File: config.mk
export PLATFORM = sky130hd
export DESIGN_NAME = mem_stage
export DESIGN_NICKNAME = d
export VERILOG_FILES = /design/src/rtl/mem_stage_pkg.sv /design/src/rtl/mem_stage_data_memory.sv /design/src/rtl/mem_stage.sv
export SDC_FILE = /design/constraint.sdc
export NUM_CORES = 2
export LEC_CHECK = 0
export BUFFER_PORTS_ARGS = -buffer_cell sky130_fd_sc_hd__buf_2
export CORE_ASPECT_RATIO = 0.7
export CORE_UTILIZATION = 30
export DETAILED_ROUTE_END_ITERATION = 16
export GPL_TIMING_DRIVEN = 0
export RECOVER_POWER = 25
export SYNTH_ARGS = -nofsm -noshare
export SYNTH_HDL_FRONTEND = slang
export SYNTH_SLANG_ARGS = --single-unit
File: constraint.sdc
create_clock -name clk -period 7.5 [get_ports clk]
set_input_delay 0 -clock clk [delete_from_list [all_inputs] [get_ports clk]]
set_output_delay 0 -clock clk [all_outputs]
set_load 0.01 [all_outputs]
File: src/rtl/mem_stage_pkg.sv
// mem_stage_pkg: shared constants and types for the memory stage.
//   - FSM state encoding (IDLE, WAIT)
//   - access counter width, destination register width, data width
//   - MEM/WB pipeline register payload
package mem_stage_pkg;

   localparam int unsigned CNT_W  = 3;
   localparam int unsigned DEST_W = 4;
   localparam int unsigned DATA_W = 32;

   typedef enum logic {
      ST_IDLE = 1'b0,
      ST_WAIT = 1'b1
   } state_e;

   // MEM/WB payload (the address-fault flag lives outside so the default
   // build carries no unused field)
   typedef struct packed {
      logic              wb_en;
      logic              mem_r_en;
      logic [DEST_W-1:0] dest;
      logic [DATA_W-1:0] alu_res;
      logic [DATA_W-1:0] mem_data;
   } memwb_t;

endpackage

File: src/rtl/mem_stage_data_memory.sv
// data_memory: DEPTH x 32 data array, synchronous write, asynchronous read.
// Ports:
//   clk      in   clock
//   we_i     in   write enable (commits on rising edge)
//   idx_i    in   word index
//   wdata_i  in   write data
//   rdata_o  out  combinational read of array[idx_i]
// Contents are intentionally not reset.
module data_memory
   import mem_stage_pkg::*;
#(
   parameter int unsigned DEPTH = 64,
   localparam int unsigned AW   = $clog2(DEPTH)
) (
   input  logic              clk,
   input  logic              we_i,
   input  logic [AW-1:0]     idx_i,
   input  logic [DATA_W-1:0] wdata_i,
   output logic [DATA_W-1:0] rdata_o
);

   logic [DATA_W-1:0] mem_q [DEPTH];

   // Write port
   always_ff @(posedge clk) begin
      if (we_i) mem_q[idx_i] <= wdata_i;
   end

   // Asynchronous read port; returns the pre-write word on a write edge
   assign rdata_o = mem_q[idx_i];

endmodule

File: src/rtl/mem_stage.sv
// mem_stage: memory stage of the pipelined core. Performs a data-memory
// read/write with WAIT_CYCLES wait states, stalls upstream while the access
// is in flight, and ends in the MEM/WB pipeline register.
// Optional macro MEM_STAGE_ADDR_CHECK_EN: adds address fault detection
// (misaligned or outside the array window) and the err_out port.
// Ports:
//   clk, rst (sync, active-high)
//   WB_EN_in, MEM_R_EN_in, MEM_W_EN_in, dest_in, ALU_res_in, ST_value_in
//   stall          combinational freeze request to upstream
//   WB_EN_out, MEM_R_EN_out, dest_out, ALU_res_out, mem_data_out (registered)
//   err_out        registered address fault (macro builds only)
module mem_stage
   import mem_stage_pkg::*;
#(
   parameter int unsigned DEPTH       = 64,
   parameter int unsigned BASE_ADDR   = 1024,
   parameter int unsigned WAIT_CYCLES = 1
) (
   input  logic              clk,
   input  logic              rst,
   input  logic              WB_EN_in,
   input  logic              MEM_R_EN_in,
   input  logic              MEM_W_EN_in,
   input  logic [DEST_W-1:0] dest_in,
   input  logic [DATA_W-1:0] ALU_res_in,
   input  logic [DATA_W-1:0] ST_value_in,
   output logic              stall,
   output logic              WB_EN_out,
   output logic              MEM_R_EN_out,
   output logic [DEST_W-1:0] dest_out,
   output logic [DATA_W-1:0] ALU_res_out,
   output logic [DATA_W-1:0] mem_data_out
`ifdef MEM_STAGE_ADDR_CHECK_EN
   ,
   output logic              err_out
`endif
);

   localparam int unsigned AW = $clog2(DEPTH);
   localparam logic [DATA_W-1:0] BASE_W = DATA_W'(BASE_ADDR);

   state_e            state_q, state_d;
   logic [CNT_W-1:0]  cnt_q, cnt_d;
   memwb_t            memwb_q, memwb_d;
   logic              mem_op_c;
   logic              stall_raw_c;
   logic              fault_c;
   logic              we_c;
   logic [AW-1:0]     idx_c;
   logic [DATA_W-1:0] rdata_c;

   assign mem_op_c = MEM_R_EN_in | MEM_W_EN_in;

   // Word index: wraps modulo DEPTH
   assign idx_c = AW'((ALU_res_in - BASE_W) >> 2);

`ifdef MEM_STAGE_ADDR_CHECK_EN
   localparam logic [DATA_W-1:0] LIMIT_W = DATA_W'(BASE_ADDR + 4 * DEPTH);
   assign fault_c = (ALU_res_in[1:0] != 2'b00) ||
                    (ALU_res_in < BASE_W) || (ALU_res_in >= LIMIT_W);
`else
   assign fault_c = 1'b0;
`endif

   // Stall until the final cycle of a memory access; zero-wait builds never stall
   assign stall_raw_c = mem_op_c && (WAIT_CYCLES > 0) &&
                        !((state_q == ST_WAIT) && (cnt_q == '0));
   assign stall       = stall_raw_c & ~rst;

   // A write commits only on its completion edge and never under reset
   assign we_c = MEM_W_EN_in & ~stall_raw_c & ~fault_c & ~rst;

   data_memory #(.DEPTH(DEPTH)) u_dmem (
      .clk     (clk),
      .we_i    (we_c),
      .idx_i   (idx_c),
      .wdata_i (ST_value_in),
      .rdata_o (rdata_c)
   );

   // Wait-state FSM: state register
   always_ff @(posedge clk) begin
      if (rst) begin
         state_q <= ST_IDLE;
         cnt_q   <= '0;
      end else begin
         state_q <= state_d;
         cnt_q   <= cnt_d;
      end
   end

   // Wait-state FSM: next state
   always_comb begin
      state_d = state_q;
      cnt_d   = cnt_q;
      unique case (state_q)
         ST_IDLE: begin
            if (mem_op_c && (WAIT_CYCLES > 0)) begin
               state_d = ST_WAIT;
               cnt_d   = CNT_W'(WAIT_CYCLES - 1);
            end
         end
         ST_WAIT: begin
            if (cnt_q == '0) state_d = ST_IDLE;
            else             cnt_d   = cnt_q - CNT_W'(1);
         end
         default: begin
            state_d = ST_IDLE;
            cnt_d   = '0;
         end
      endcase
   end

   // MEM/WB next value: bubble while stalled, else load the instruction
   always_comb begin
      memwb_d = memwb_q;
      if (stall_raw_c) begin
         memwb_d.wb_en    = 1'b0;
         memwb_d.mem_r_en = 1'b0;
      end else begin
         memwb_d.wb_en    = WB_EN_in;
         memwb_d.mem_r_en = MEM_R_EN_in;
         memwb_d.dest     = dest_in;
         memwb_d.alu_res  = ALU_res_in;
         memwb_d.mem_data = fault_c ? '0 : rdata_c;
      end
   end

   always_ff @(posedge clk) begin
      if (rst) memwb_q <= '0;
      else     memwb_q <= memwb_d;
   end

`ifdef MEM_STAGE_ADDR_CHECK_EN
   logic err_q;

   // Fault flag travels with its instruction for one cycle only
   always_ff @(posedge clk) begin
      if (rst) err_q <= 1'b0;
      else     err_q <= fault_c & ~stall_raw_c;
   end

   assign err_out = err_q;
`endif

   assign WB_EN_out    = memwb_q.wb_en;
   assign MEM_R_EN_out = memwb_q.mem_r_en;
   assign dest_out     = memwb_q.dest;
   assign ALU_res_out  = memwb_q.alu_res;
   assign mem_data_out = memwb_q.mem_data;

endmodule

### Word-level counts from Yosys, hierarchy flattened

Memories as Yosys holds them, arrays and structs flattened. A register that Yosys moved wholly into a read port is not among the register bits.
Index checks and enable logic that the tools add are counted.

| operators by class | value |
|---|---|
| add/subtract/negate cells | 2 |
| equality and inequality tests | 2 |
| mux-type cells | 8 |
| bitwise operators | 7 |
| reductions and logical operators | 7 |

Operator list:

| operator | count |
|---|---|
| subtractor 8 x 1 -> 8 bit (second input constant) | 1 |
| 2-to-1 mux 3 bit | 2 |
| one-hot mux 3 bit (2 select lines) | 1 |
| 2-to-1 mux 1 bit | 4 |
| inequality test 2 bit (second input constant) | 2 |
| AND 1 bit | 3 |
| logical NOT 3 bit | 1 |
| inverter 1 bit | 3 |
| subtractor 3 x 1 -> 3 bit (second input constant) | 1 |
| logical AND 1 bit | 2 |
| logical NOT 1 bit | 2 |
| one-hot mux 1 bit (2 select lines) | 1 |
| AND reduction 2 bit | 1 |
| OR reduction 2 bit | 1 |
| OR 1 bit | 1 |

| storage, ports and cells | value |
|---|---|
| register bits after elaboration | 42 |
| memory bits (writable) | 2048 |
| bits of input ports | 73 |
| output and inout bits | 71 |
| logic and storage cells | 33 |
| memories kept | 1 |

Memories:

| name | depth | width | read ports | clocked after memory_dff | wr ports | RTL line | source |
|---|---|---|---|---|---|---|---|
| u_dmem.mem_q | 64 | 32 | 1 | 1 | 1 | mem_stage_data_memory.sv:22 | `logic [DATA_W-1:0] mem_q [DEPTH];` |

### Longest topological paths before layout

| depth | value |
|---|---|
| word-level depth | 9 |
| gate-level depth with buffers | 10 |
| gate-level depth less buffers | 8 |

### By module

From an unflattened synthesis, not the netlist that was laid out.

| second synthesis, totals | value |
|---|---|
| cells, all modules | 4534 |
| area total of the unflattened synthesis | 81633.3 µm² |

Modules (own cells, without submodules):

| module | instances | cells each | area an instance (µm²) | sequential area each (µm²) |
|---|---|---|---|---|
| data_memory | 1 | 4207 | 78287.6 | 61499.0 |
| mem_stage | 1 | 327 | 3345.7 | 1481.4 |

### Least setup slack after synthesis

OpenSTA, ideal clock, no wires.

| timing | value |
|---|---|
| path kind | reg2reg |
| start | reg cnt_q[0] |
| end | mem u_dmem.mem_q[15][0] (enable) |
| setup time | 421 ps |
| data arrival time | 2961 ps |
| required time | 7079 ps |
| slack | 4118 ps |
| stages on the path, launching flop included | 9 |
| path buffers | 1 |
| clock period less this slack | 3382 ps |
| cell sequence | dfxtp_1 inv_1 ha_1 ha_1 nand2_1 o21ai_1 clkbuf_1 nand3_1 nor2_1 |

| between the ends | value |
|---|---|
| word-level cells in the longest chain between the ends | 9 |

RTL lines:

| what | RTL line | source |
|---|---|---|
| start: declaration | mem_stage.sv:43 | `logic [CNT_W-1:0] cnt_q, cnt_d;` |
| start signal: assignment | mem_stage.sv:88 | `cnt_q <= cnt_d;` |
| logical NOT 3 bit | mem_stage.sv:67 | `!((state_q == ST_WAIT) && (cnt_q == '0));` |
| logical AND 1 bit | mem_stage.sv:67 |  |
| logical NOT 1 bit | mem_stage.sv:67 |  |
| logical AND 1 bit | mem_stage.sv:66 | `assign stall_raw_c = mem_op_c && (WAIT_CYCLES > 0) &&` |
| inverter 1 bit | mem_stage.sv:71 | `assign we_c = MEM_W_EN_in & ~stall_raw_c & ~fault_c & ~rst;` |
| AND 1 bit (2 in a row) | mem_stage.sv:71 |  |
| 2-to-1 mux 1 bit | mem_stage_data_memory.sv:26 | `if (we_i) mem_q[idx_i] <= wdata_i;` |
| 2-to-1 mux 1 bit (not written as such) | mem_stage_data_memory.sv:26 |  |
| end: declaration | mem_stage_data_memory.sv:22 |  |

No other way between the ends.

### Worst setup path in the final report

| timing | value |
|---|---|
| start | reg cnt_q[0] |
| end | mem u_dmem.mem_q[31][3] (enable) |

The elaborated chain is that of the path after synthesis.

==> out/qor.yml <==
worst_setup_path:
  critical_path_class: "reg2reg"
  start_kind: "flip-flop"
  cp_max_fo: 18
  arrival_ps: 4790
  crit_required_ps: 7980
  worstSetupEndpointType: "flip-flop"
placement:
  placedInstanceArea_sq_um: 88200
  pre_cts_slack_ps: 3200
  dpl.cell_count: 7507
  place.port_buffers: 138
  dp_hpwl_um: 146000
  gp_congestion: 0.854
detailed_routing:
  drt_iter0_markers: 5772
  vias_per_cell: 5.19
  first_pass_iters: 5
  drtAntennaViolNets: 0
  drt_drc_violations_left: 0
  vias: 41314
  wirelength_um: 226000
  wl_per_cell_um: 28.3
logic_synthesis:
  synth_async_sr_flop_share: 0
  synth-edff-count: 2048
  synth_cells: 3755
  ys_ff_latch: 2122
  synth_seq_area_share: 0.778
  syn-num-nets: 3830
  syn_area_sq_um: 80900
  synth_cell_types: 33
  synth_flop_cell: "edfxtp_1"
  avgSynthCellArea_sq_um: 21.6
  yosysWarningCount: 0
hold_path:
  hold_class: "in2reg"
timing:
  max_slew_margin: -1.86
  timing.fmax_mhz: 232
  drv_slew: 1684
  finalCritPeriodShare: 0.575
  rsz0062_at_grt: "false"
  max_slew.worst_pin.slew_ps: 4290
  tns_ps: 0
  fin_crit_ps: 4310
  fin_skew_ps: 45.7
  setup_viol: 0
  hold_viol: 0
  setup_ws_ps: 3190
outcome:
  status: "complete, but fails checks"
  failed_checks: "max-capacitance violations, max-slew violations"
clocking:
  htreeDepth: 4
  post_cts_resized: 0
  cts_setup_buffers: 0
  insertion_delay_ps: 820
  clockRootBuffer: "clkbuf_16"
  cts_buffer_depth: 4
  clock_sinks: 2122
  cts_made_buffers: 187
  cts_tree: "built"
  cts_hold_buf: 113
  clk_pin_slew_ps: 70
power:
  ir_drop_v: 0.000160
  leakagePower_nw: 29.5
  finalPower_mw: 23.7
  cellPowerDensity_nw_per_um2: 250
floorplan:
  dieArea_sq_um: 272000
  boundaryPins: 144
  die_h_um: 437
  start_util: 0.302
  rows: 159
  core_area_sq_um: 268000
  die_w_um: 623
final_layout:
  drive_above_1_share: 0.259
  nNetsFinal: 4355
  final_area_sq_um: 94900
  fill_cells: 24417
  final_cells: 7965
  area_growth_pct: 17.3
grt:
  antenna_found_initial: 11
  grt_pass1_wl_um: 311000
  gr-total-overflow: 0
  grt_max_degree: 65
  grt_usage: 0.161
  grt_pass1_vias: 39376
job:
  maxCapViolCount: 31
synth_stat cells (2+ instances only):
master,number,share of area
nand2_1,80,0.0037
or3b_1,2,0.00022
dfxtp_1,74,0.018
nand3_1,5,0.00031
mux2i_1,223,0.028
buf_4,34,0.0032
nand2b_1,3,0.00023
edfxtp_1,2048,0.76
ha_1,2,0.00031
buf_2,83,0.0051
nor2_1,170,0.0079
o22ai_1,131,0.010
a21oi_1,39,0.0024
nor2b_1,63,0.0049
clkbuf_2,3,0.00019
mux4_2,446,0.12
nor3b_1,3,0.00028
nor3_1,2,0.00012
inv_1,3,0.00014
buf_6,21,0.0029
clkbuf_1,81,0.0038
mux2_2,70,0.0097
nor4_1,63,0.0049
buf_1,2,0.000093
nand3b_1,3,0.00028
a211oi_1,94,0.0087
stage by stage:
stage	hold WS [ps]	util
floorplan	98.9	-
global placement	249	0.321
detailed placement	253	0.329
CTS	5.54	0.354
global route	47.7	0.354
finish	65.8	0.354
power breakdown:
| part | leakage, nW | total (mW) | internal (mW) | switching, mW |
|---|---|---|---|---|
| combinational | 7.77 | 1.43 | 0.473 | 0.953 |
| sequential | 19.0 | 13.1 | 13.1 | 0.0294 |
| clock | 2.76 | 9.23 | 4.97 | 4.26 |
kinds of logic after synthesis:
| group | count (synthesis) | share of synthesized area |
|---|---|---|
| adder cells (fa/ha/maj) | 2 | 0.000309 |
| flip-flops | 2122 | 0.778 |
| buffers and inverters | 227 | 0.0154 |
| multiplexers | 739 | 0.161 |
| AO/OA/AOI/OAI | 267 | 0.0215 |
| AND/OR/NAND/NOR | 398 | 0.0231 |
registers in the layout, indices dropped and copies added (netlist names):
name          flops
ALU_res_out      32
MEM_R_EN_out      1
WB_EN_out         1
cnt_q             3
dest_out          4
mem_data_out     32
state_q           1
u_dmem.mem_q   2048
path summary, 6_finish.rpt:
path	start	end	slack, ps	depth (start not counted)
worst max-delay path	cnt_q[0]	u_dmem.mem_q[31][3]	3190	10
worst min-delay path	MEM_R_EN_in	MEM_R_EN_out	70	3
worst max register to register	cnt_q[0]	u_dmem.mem_q[31][3]	3190	10
worst min register to register	ALU_res_out[20]	ALU_res_out[20]	450	2
cells in the final DEF (no fill, tap or decap), types with 5 or more instances in the layout:
cell,netlist,routed
buf_2,83,190
buf_12,0,37
buf_4,34,39
clkinv_1,0,38
nor2b_1,63,63
mux4_2,446,446
buf_6,21,21
dfxtp_1,74,74
buf_16,0,27
mux2_2,70,70
nand3_1,5,5
nor2_4,0,64
bufinv_16,0,8
nor4_1,63,63
o22ai_1,131,131
a21oi_1,39,39
a211oi_1,94,94
clkbuf_1,81,158
clkinv_2,0,35
nand2_1,80,80
mux2i_1,223,223
edfxtp_1,2048,2048
nor2_1,170,106
diode_2,0,6
clkbuf_16,0,192
dlygate4sd3_1,0,124
routing by layer:
metal / vias to the layer above / part of all wire / global-route usage
li1: 16731 / - / -
met1: 21961 / 0.45 / 0.257
met2: 2337 / 0.38 / 0.205
met3: 281 / 0.14 / 0.0599
met4: 4 / 0.022 / 0.0324
met5: - / 0.00013 / 0
worst max-delay path, cell delays in order (launching register included):
cell and delay (ps):
dfxtp_1 320, inv_1 60, ha_1 140, ha_1 150
nand2_1 120, o21ai_2 170, buf_8 220, clkbuf_1 410
nand3_1 1100, nor2_4 980, buf_16 250
cell type report:
class	count	area, sq um	area share
inverter	3	11.3	0.000119
antenna	6	15.0	0.000158
clock buffer	238	4990	0.0525
timing repair buffer	336	3460	0.0365
multi-input combinational	1406	17200	0.181
tap	3542	4430	0.0467
sequential	2122	63000	0.663
buffer	224	1230	0.0130
clock inverter	88	626	0.00659
No activity file was read; power rests on OpenSTA's default activity.
